[src/rtl/fu_pkg.sv]
// Shared definitions for the issue scoreboard: functional-unit codes,
// write-back reservation slot layout and default unit latencies.
package fu_pkg;

    localparam int unsigned REG_W       = 5;
    localparam int unsigned NUM_REGS    = 32;
    localparam int unsigned ALU_LAT_DEF = 3;
    localparam int unsigned MUL_LAT_DEF = 4;
    localparam int unsigned DIV_LAT_DEF = 34;

    typedef enum logic [1:0] {
        FU_ALU  = 2'b00,
        FU_MUL  = 2'b01,
        FU_DIV  = 2'b10,
        FU_NONE = 2'b11
    } fu_e;

    typedef struct packed {
        logic             valid;
        logic [REG_W-1:0] rd;
        fu_e              src;
    } rsr_slot_t;

endpackage

[src/rtl/wb_slot_ring.sv]
// Result shift register: one slot per future write-back cycle, shifting
// toward slot[0] every edge, with a load port and an occupancy probe.
module wb_slot_ring
    import fu_pkg::*;
#(
    parameter int unsigned DEPTH = DIV_LAT_DEF,
    localparam int unsigned IDX_W = $clog2(DEPTH + 1)
) (
    input  logic             clk,
    input  logic             rst_n,
    input  logic             load_en,
    input  logic [IDX_W-1:0] load_idx,
    input  logic [REG_W-1:0] load_rd,
    input  logic [1:0]       load_src,
    input  logic [IDX_W-1:0] occ_idx,
    output logic             occ_valid_c,
    output logic             head_valid_c,
    output logic [REG_W-1:0] head_rd_c,
    output logic [1:0]       head_src_c
);

    rsr_slot_t slots [DEPTH];

    // Shift down one slot per edge; the load lands after the shift
    always_ff @(posedge clk) begin
        if (!rst_n) begin
            for (int i = 0; i < int'(DEPTH); i++) begin
                slots[i] <= '0;
            end
        end else begin
            for (int i = 0; i < int'(DEPTH) - 1; i++) begin
                slots[i] <= slots[i+1];
            end
            slots[DEPTH-1] <= '0;
            if (load_en) begin
                slots[load_idx] <= '{valid: 1'b1, rd: load_rd, src: fu_e'(load_src)};
            end
        end
    end

    // slot[DEPTH] does not exist: it is always empty after the shift
    always_comb begin
        occ_valid_c = 1'b0;
        if (occ_idx < IDX_W'(DEPTH)) begin
            occ_valid_c = slots[occ_idx].valid;
        end
    end

    assign head_valid_c = slots[0].valid;
    assign head_rd_c    = slots[0].rd;
    assign head_src_c   = slots[0].src;

endmodule

[src/rtl/fu_issue_scoreboard.sv]
// Issue-stage scoreboard: tracks pending destination registers, stalls ID on
// RAW/WAW/port/divider hazards and schedules the single register-file write port.
module fu_issue_scoreboard
    import fu_pkg::*;
#(
    parameter int unsigned ALU_LAT = ALU_LAT_DEF,
    parameter int unsigned MUL_LAT = MUL_LAT_DEF,
    parameter int unsigned DIV_LAT = DIV_LAT_DEF
) (
    input  logic       clk,
    input  logic       rst_n,
    input  logic       issue_valid,
    input  logic       flush_ID,
    input  logic [1:0] fu_ID,
    input  logic [4:0] rd_ID,
    input  logic [4:0] rs1_ID,
    input  logic [4:0] rs2_ID,
    input  logic       rs1use_ID,
    input  logic       rs2use_ID,
    output logic       stall_ID,
    output logic       mul_start,
    output logic       div_start,
    output logic       wb_valid,
    output logic [4:0] wb_rd,
    output logic [1:0] wb_src,
    output logic       fwd_wb_rs1,
    output logic       fwd_wb_rs2
);

    localparam int unsigned IDX_W = $clog2(DIV_LAT + 1);
    localparam int unsigned CNT_W = $clog2(DIV_LAT);

    fu_e                  fu;
    logic [IDX_W-1:0]     lat;
    logic                 writes;
    logic                 accept;
    logic                 occ_valid;
    logic [NUM_REGS-1:0]  pend;
    logic [NUM_REGS-1:0]  pend_nxt;
    logic [NUM_REGS-1:0]  retire_mask;
    logic [NUM_REGS-1:0]  pend_live;
    logic [CNT_W-1:0]     div_cnt;
    logic                 haz_raw1, haz_raw2, haz_waw, haz_port, haz_div;

    assign fu     = fu_e'(fu_ID);
    assign writes = (fu != FU_NONE) && (rd_ID != '0);

    // Write-back latency of the op currently in ID
    always_comb begin
        case (fu)
            FU_MUL:  lat = IDX_W'(MUL_LAT);
            FU_DIV:  lat = IDX_W'(DIV_LAT);
            default: lat = IDX_W'(ALU_LAT);
        endcase
    end

    wb_slot_ring #(
        .DEPTH (DIV_LAT)
    ) u_ring (
        .clk          (clk),
        .rst_n        (rst_n),
        .load_en      (accept && writes),
        .load_idx     (lat - IDX_W'(1)),
        .load_rd      (rd_ID),
        .load_src     (fu_ID),
        .occ_idx      (lat),
        .occ_valid_c  (occ_valid),
        .head_valid_c (wb_valid),
        .head_rd_c    (wb_rd),
        .head_src_c   (wb_src)
    );

    assign retire_mask = wb_valid ? (NUM_REGS'(1) << wb_rd) : '0;
    assign pend_live   = pend & ~retire_mask;

    // A source retiring this cycle is served by the WB forward path, so RAW ignores it
    assign haz_raw1 = rs1use_ID && (rs1_ID != '0) && pend_live[rs1_ID];
    assign haz_raw2 = rs2use_ID && (rs2_ID != '0) && pend_live[rs2_ID];
    assign haz_waw  = writes && pend[rd_ID];
    assign haz_port = writes && occ_valid;
    assign haz_div  = (fu == FU_DIV) && (div_cnt != '0);

    assign stall_ID = issue_valid && !flush_ID &&
                      (haz_raw1 || haz_raw2 || haz_waw || haz_port || haz_div);
    assign accept   = rst_n && issue_valid && !flush_ID && !stall_ID;

    assign mul_start  = accept && (fu == FU_MUL);
    assign div_start  = accept && (fu == FU_DIV);
    assign fwd_wb_rs1 = rs1use_ID && wb_valid && (rs1_ID != '0) && (wb_rd == rs1_ID);
    assign fwd_wb_rs2 = rs2use_ID && wb_valid && (rs2_ID != '0) && (wb_rd == rs2_ID);

    // Set on accept wins over the retiring clear of the same register
    always_comb begin
        pend_nxt = pend & ~retire_mask;
        if (accept && writes) begin
            pend_nxt[rd_ID] = 1'b1;
        end
        pend_nxt[0] = 1'b0;
    end

    always_ff @(posedge clk) begin
        if (!rst_n) begin
            pend <= '0;
        end else begin
            pend <= pend_nxt;
        end
    end

    // Divider occupancy: blocks the next DIV until the current one drains
    always_ff @(posedge clk) begin
        if (!rst_n) begin
            div_cnt <= '0;
        end else if (accept && (fu == FU_DIV)) begin
            div_cnt <= CNT_W'(DIV_LAT - 1);
        end else if (div_cnt != '0) begin
            div_cnt <= div_cnt - CNT_W'(1);
        end
    end

endmodule

[config.mk]
export PLATFORM = sky130hd
export DESIGN_NAME = fu_issue_scoreboard
export DESIGN_NICKNAME = d
export VERILOG_FILES = /design/src/rtl/fu_pkg.sv /design/src/rtl/wb_slot_ring.sv /design/src/rtl/fu_issue_scoreboard.sv
export SDC_FILE = /design/constraint.sdc
export NUM_CORES = 1
export LEC_CHECK = 0
export CORE_MARGIN = 5
export CORE_UTILIZATION = 35
export CTS_BUF_LIST = sky130_fd_sc_hd__clkbuf_4 sky130_fd_sc_hd__clkbuf_8 sky130_fd_sc_hd__clkbuf_16
export DETAILED_ROUTE_END_ITERATION = 12
export GPL_ROUTABILITY_DRIVEN = 0
export PLACE_DENSITY_LB_ADDON = 0.05
export SYNTH_ARGS = -nofsm -noshare
export SYNTH_HDL_FRONTEND = slang
export SYNTH_HIERARCHICAL = 1
export SYNTH_SLANG_ARGS = --single-unit
[constraint.sdc]
create_clock -name clk -period 6.9 [get_ports clk]
set_input_delay 1.38 -clock clk [delete_from_list [all_inputs] [get_ports clk]]
set_output_delay 1.38 -clock clk [all_outputs]
set_load 0.05 [all_outputs]
-- Word-level counts from Yosys, hierarchy flattened
Memory sizes are Yosys's and may differ from the RTL's.
Index checks and enable logic that the tools add are counted.
- flip-flop bits (word level): 38
- bits in latches: 0
- memory bits (writable): 272
- bits in read-only memories: 0
- input port bits: 23
- output and inout bits: 13
- word-level logic and storage cells: 144
- memories kept: 1
- $add $sub $neg: 2
- multipliers: 0
- divide/modulo/power cells: 0
- magnitude comparators: 5
- equal/unequal tests: 5
- shift-type cells: 1
- mux-type cells: 53
- bitwise gates (word level): 38
- reductions and logical operators: 35
- memory list (name ; depth ; bits a word ; read ports ; clocked after memory_dff ; write ports ; line ; RTL):
    u_ring.slots ; 34 ; 8 ; 35 ; 0 ; 35 ; wb_slot_ring.sv:22 ; rsr_slot_t slots [DEPTH];
- operator list (kind ; number):
    two-way mux 8 bit ; 34
    two-way mux 32 bit ; 2
    bitwise OR 1 bit ; 34
    bitwise AND 32 bit ; 1
    NOT 32 bit ; 1
    bitwise OR 32 bit ; 1
    left shift 1 x 5 -> 32 bit (first input constant) ; 1
    logical AND 1 bit ; 23
    < comparator 5 x 6 -> 1 bit (second input constant) ; 3
    binary-select mux 1 bit (select 5 bit) ; 3
    nonzero test 5 bit ; 3
    two-way mux 6 bit ; 2
    one-hot mux 6 bit (2 select lines) ; 1
    subtractor 6 x 1 -> 6 bit (second input constant) ; 2
    == test 5 bit ; 2
    two-way mux 1 bit ; 10
    < comparator 6 bit (second input constant) ; 1
    nonzero test 6 bit ; 1
    demux 1 bit (select 5 bit) ; 1
    >= comparator 5 x 1 -> 1 bit (second input constant) ; 1
    logical OR 1 bit ; 4
    == test 2 x 1 -> 1 bit (second input constant) ; 1
    == test 2 bit (second input constant) ; 1
    zero test 1 bit ; 2
    4 further kinds ; 4

-- Logic depth before layout (Yosys ltp)
An unclocked memory read counts as a cell.
- depth after elaboration: 19
- mapped depth: 22

-- Modules after synthesis
The synthesis kept the hierarchy.
- modules (own cells, without submodules) (module ; instances ; cells an instance ; area each (µm²)):
    wb_slot_ring ; 1 ; 1143 ; 9587.9
    fu_issue_scoreboard ; 1 ; 414 ; 3348.2

-- Worst setup path before layout
Ideal clock, no wire load.
- kind: in2out
- from: input port fu_ID[1]
- to: output port div_start
- arrival time: 4597 ps
- slack: 923 ps
- cell stages on the path: 13
- path through: inv_1 > ha_1 > inv_1 > buf_2 > mux4_2 > mux2i_1 > or4_1 > o2111ai_1 > a311oi_1 > a31oi_1 > a221oi_4 > nand3_1 > nor3b_1
- word-level cells in the longest chain between the ends: 11
- elaborated cells on any way between the ends: 18
- classes of those cells: order compare: 1; eq/ne: 3; mux: 2; reduce/logical: 11; memory: 1
- ends and longest elaborated chain (what ; line ; RTL):
    start, declared ; fu_issue_scoreboard.sv:14 ; input logic [1:0] fu_ID,
    == test 2 bit / == test 2 x 1 -> 1 bit (equally long branches) ; fu_issue_scoreboard.sv:50 ; case (fu)
    one-hot mux 6 bit (2 select lines) * ; fu_issue_scoreboard.sv:50 ;
    named net lat[1] ; fu_issue_scoreboard.sv:34 ; logic [IDX_W-1:0] lat;
    memory read (34 x 8 bit) / < comparator 6 bit (equally long branches) ; n/a ;
    two-way mux 1 bit * ; wb_slot_ring.sv:44 ; if (occ_idx < IDX_W'(DEPTH)) begin
    named net occ_valid ; fu_issue_scoreboard.sv:37 ; logic occ_valid;
    logical AND 1 bit * ; fu_issue_scoreboard.sv:80 ; assign haz_port = writes && occ_valid;
    logical OR 1 bit * (2 in series) ; fu_issue_scoreboard.sv:84 ; (haz_raw1 || haz_raw2 || haz_waw || haz_port || haz_div);
    logical AND 1 bit * ; fu_issue_scoreboard.sv:83 ; assign stall_ID = issue_valid && !flush_ID &&
    zero test 1 bit * ; fu_issue_scoreboard.sv:85 ; assign accept = rst_n && issue_valid && !flush_ID && !stall_ID;
    logical AND 1 bit * ; fu_issue_scoreboard.sv:85 ;
    logical AND 1 bit * ; fu_issue_scoreboard.sv:88 ; assign div_start = accept && (fu == FU_DIV);
    end, declared ; fu_issue_scoreboard.sv:22 ; output logic div_start,
Mark *: on every way through the listed nets, which the timed path passes. The rest lies on a longest branch.

-- Final worst setup path
Same ends and word-level chain as after synthesis.

==> out/metrics.yaml <==
outcome: "complete, no violations"
cts_resized: 0
critPathCaptureType: "output port"
synth_compound_area_share_pct: 16.8
antenna_found_initial: 0
yosys.area_share.simple_pct: 22.8
drt_iter0_drc: 670
r2r_start: "u_ring/slots[0][2]$_DFF_P_"
grt_setup_unrepaired: "false"
max_slew_margin_pct: 4.97
max-vdd-ir-drop_mv: 0.183
crit_arrival_ps: 4990
cts.sinks: 309
cts_max_level: 2
yosysWarnings: 6
via_per_inst: 5.08
syn_area_per_cell_um2: 8.31
drive_above_1_share_pct: 9.84
p_total_mw: 4.05
synth_cell_types: 64
antenna_left: 0
cts_tree: "built"
cts_hold_buf: 0
ys.flop_type: "dfxtp_1"
endpoint: "div_start"
wire_per_inst_um: 17.3
io_pins: 36
die_y_um: 202
hold_class: "register to register"
critPathMaxFanout: 12
ys_top_cells_by_area: "dfxtp_1 (48%), nand2_1 (12%), o21ai_0 (8.3%), nand3_1 (3.0%), mux4_2 (2.4%)"
synth_top_family_by_area: "simple AND/OR/NAND/NOR gates"
clock.fmax_mhz: 157
hold_violations: 0
grt_usage_pct: 16.7
yosysSeqAreaShare_pct: 47.8
drc: 0
grt_overflow: 0
synth-xor-area-share_pct: 0.948
utilization_pct: 40.2
post_cts_buffers: 0
fillers: 3647
antennaDiodeCount: 0
ys_seq_elements: 309
syn_to_final_growth_pct: 13.6
routed_wirelength_um: 34800
drv_slew: 0
leakagePower_nw: 5.21
yosysTopAreaCell: "dfxtp_1"
regToRegEndpoint: "u_ring/slots[11][0]$_DFF_P_"
setup_violations: 0
power_density_nw_per_um2: 275
clk_latency_ps: 520
syn_area_um2: 12900
worstPathRequired_ps: 5520
dp_hpwl_um: 22400
io_buffer_count: 35
setup.worst_path.start_class: "input pin"
path_clk_slew_ps: 50
fp.coreArea_um2: 36500
skew_ps: 12.3
synthMuxAreaShare_pct: 5.73
synth-async-reset-ratio_pct: 0
cap_violations: 0
cts_made_buffers: 36
startpoint: "fu_ID[1]"
initial_core_util_pct: 35.4
std_cell_rows: 70
die_w_um: 202
grt_pass1_vias: 9984
grt_max_degree: 108
fin_crit_ps: 6370
yosys.area_share.adder_pct: 0.580
tightest_slew_ps: 1410
clockRootBuffer: "clkbuf_16"
worstSetupPathType: "input pin to output port"
reg2reg_slack_ps: 2300
synth_top_area_share_pct: 47.8
via_count: 10200
drtPass1Iterations: 5
netlist_instances: 1557
fin_tns_setup_ps: 0
synth_edf_count: 0
die_area_um2: 40900
clockBufferDepth: 3
ff2ff_path_depth: 10
finalCritPeriodShare_pct: 92.3
nets: 1552
grt_pass1_wl_um: 56100
## stage by stage
step	area [um2]	instances	setup slack (ps)	hold slack (ps)
3_5_place_dp	13500	1953	526	430
3_3_place_gp	13500	1953	522	428
6_report	14700	2013	530	437
5_1_grt	14700	2013	208	458
4_1_cts	14700	2013	498	438
2_1_floorplan	13000	1568	923	421
## cell usage in the layout, fill, tap and decap left out, drive strengths merged, types with 23 or more instances in the layout
cell type,n
o211ai,25
nor3,47
buf,23
nand2,418
clkdlybuf4s50,29
nor2,31
a21o,25
dfxtp,309
mux2i,29
nand3,79
o21ai,267
clkbuf,49
## how the worst min path moves through the flow
stage / start / to / slack [ps] / cells past startpoint
final: u_ring/slots[17][5]$_DFF_P_ / u_ring/slots[16][5]$_DFF_P_ / 440 / 2
after CTS: u_ring/slots[17][5]$_DFF_P_ / u_ring/slots[16][5]$_DFF_P_ / 440 / 2
after detailed placement: u_ring/slots[17][5]$_DFF_P_ / u_ring/slots[16][5]$_DFF_P_ / 430 / 2
after floorplan: u_ring/slots[6][7]$_SDFF_PP1_ / u_ring/slots[5][7]$_SDFF_PP1_ / 420 / 2
after global routing: u_ring/slots[17][5]$_DFF_P_ / u_ring/slots[16][5]$_DFF_P_ / 460 / 2
after global placement: u_ring/slots[17][5]$_DFF_P_ / u_ring/slots[16][5]$_DFF_P_ / 430 / 2
## kinds of logic after synthesis
| group | after synthesis |
|---|---|
| and+or+nand+nor | 651 |
| DFF | 309 |
| adders and majority gates | 6 |
| xor gates and xnor gates | 14 |
| AOI/OAI and AO/OA | 364 |
| muxes | 55 |
| other | 1 |
| buffers and inverters | 157 |
## power breakdown
part | internal, mW | total, mW | switching (mW)
registers | 1.80 | 1.81 | 0.0131
logic | 0.0898 | 0.268 | 0.178
clock network | 1.22 | 1.96 | 0.742
## layout make-up
cell class / instances / area [um2] / area share, %
Sequential cell: 309 / 6190 / 42.1
Multi-Input combinational cell: 1102 / 6120 / 41.6
Clock buffer: 49 / 1060 / 7.21
Tap cell: 468 / 586 / 3.99
Timing Repair Buffer: 52 / 490 / 3.34
Clock inverter: 11 / 169 / 1.15
Inverter: 22 / 82.6 / 0.562
## synth_stat cells, drive strengths merged, types with 3 or more instances
master,instances
nor4,3
and2,3
or4,3
and4b,3
mux4,14
nand4bb,3
nor4bb,3
nand4,7
nand3,79
o22ai,7
a21oi,10
nor2,31
inv,21
a31oi,4
clkbuf,82
o311ai,3
nand3b,9
xnor2,10
or3b,3
xor2,4
o21ai,267
a311oi,9
o211ai,25
mux2,12
mux2i,29
a21o,25
buf,53
or3,9
ha,6
nor2b,7
nor3,47
nand4b,4
dfxtp,309
nand2,418
nand2b,9
## flip-flops by register name, summed over array words and instances (netlist names)
register and count:
u_ring/slots 272, div_cnt 6, pend 31
## worst max-delay path, stage by stage
cell             delay, ps
clkdlybuf4s50_1        540
inv_1                   90
ha_1                   200
inv_1                  390
mux4_2                 580
mux2i_1                140
or4_1                  130
o2111ai_1              120
a311oi_1               240
a31oi_1                150
a221oi_4               270
nand3_1                190
nor3b_1                380
buf_12                 190
## metal layers
layer  GRT usage, %  routed length, um
met1           22.4              16600
met2           27.9              16100
met3           2.73               1250
met4           4.95                851
met5              0                  0
Note: power is estimated with default switching activity, not from simulation.
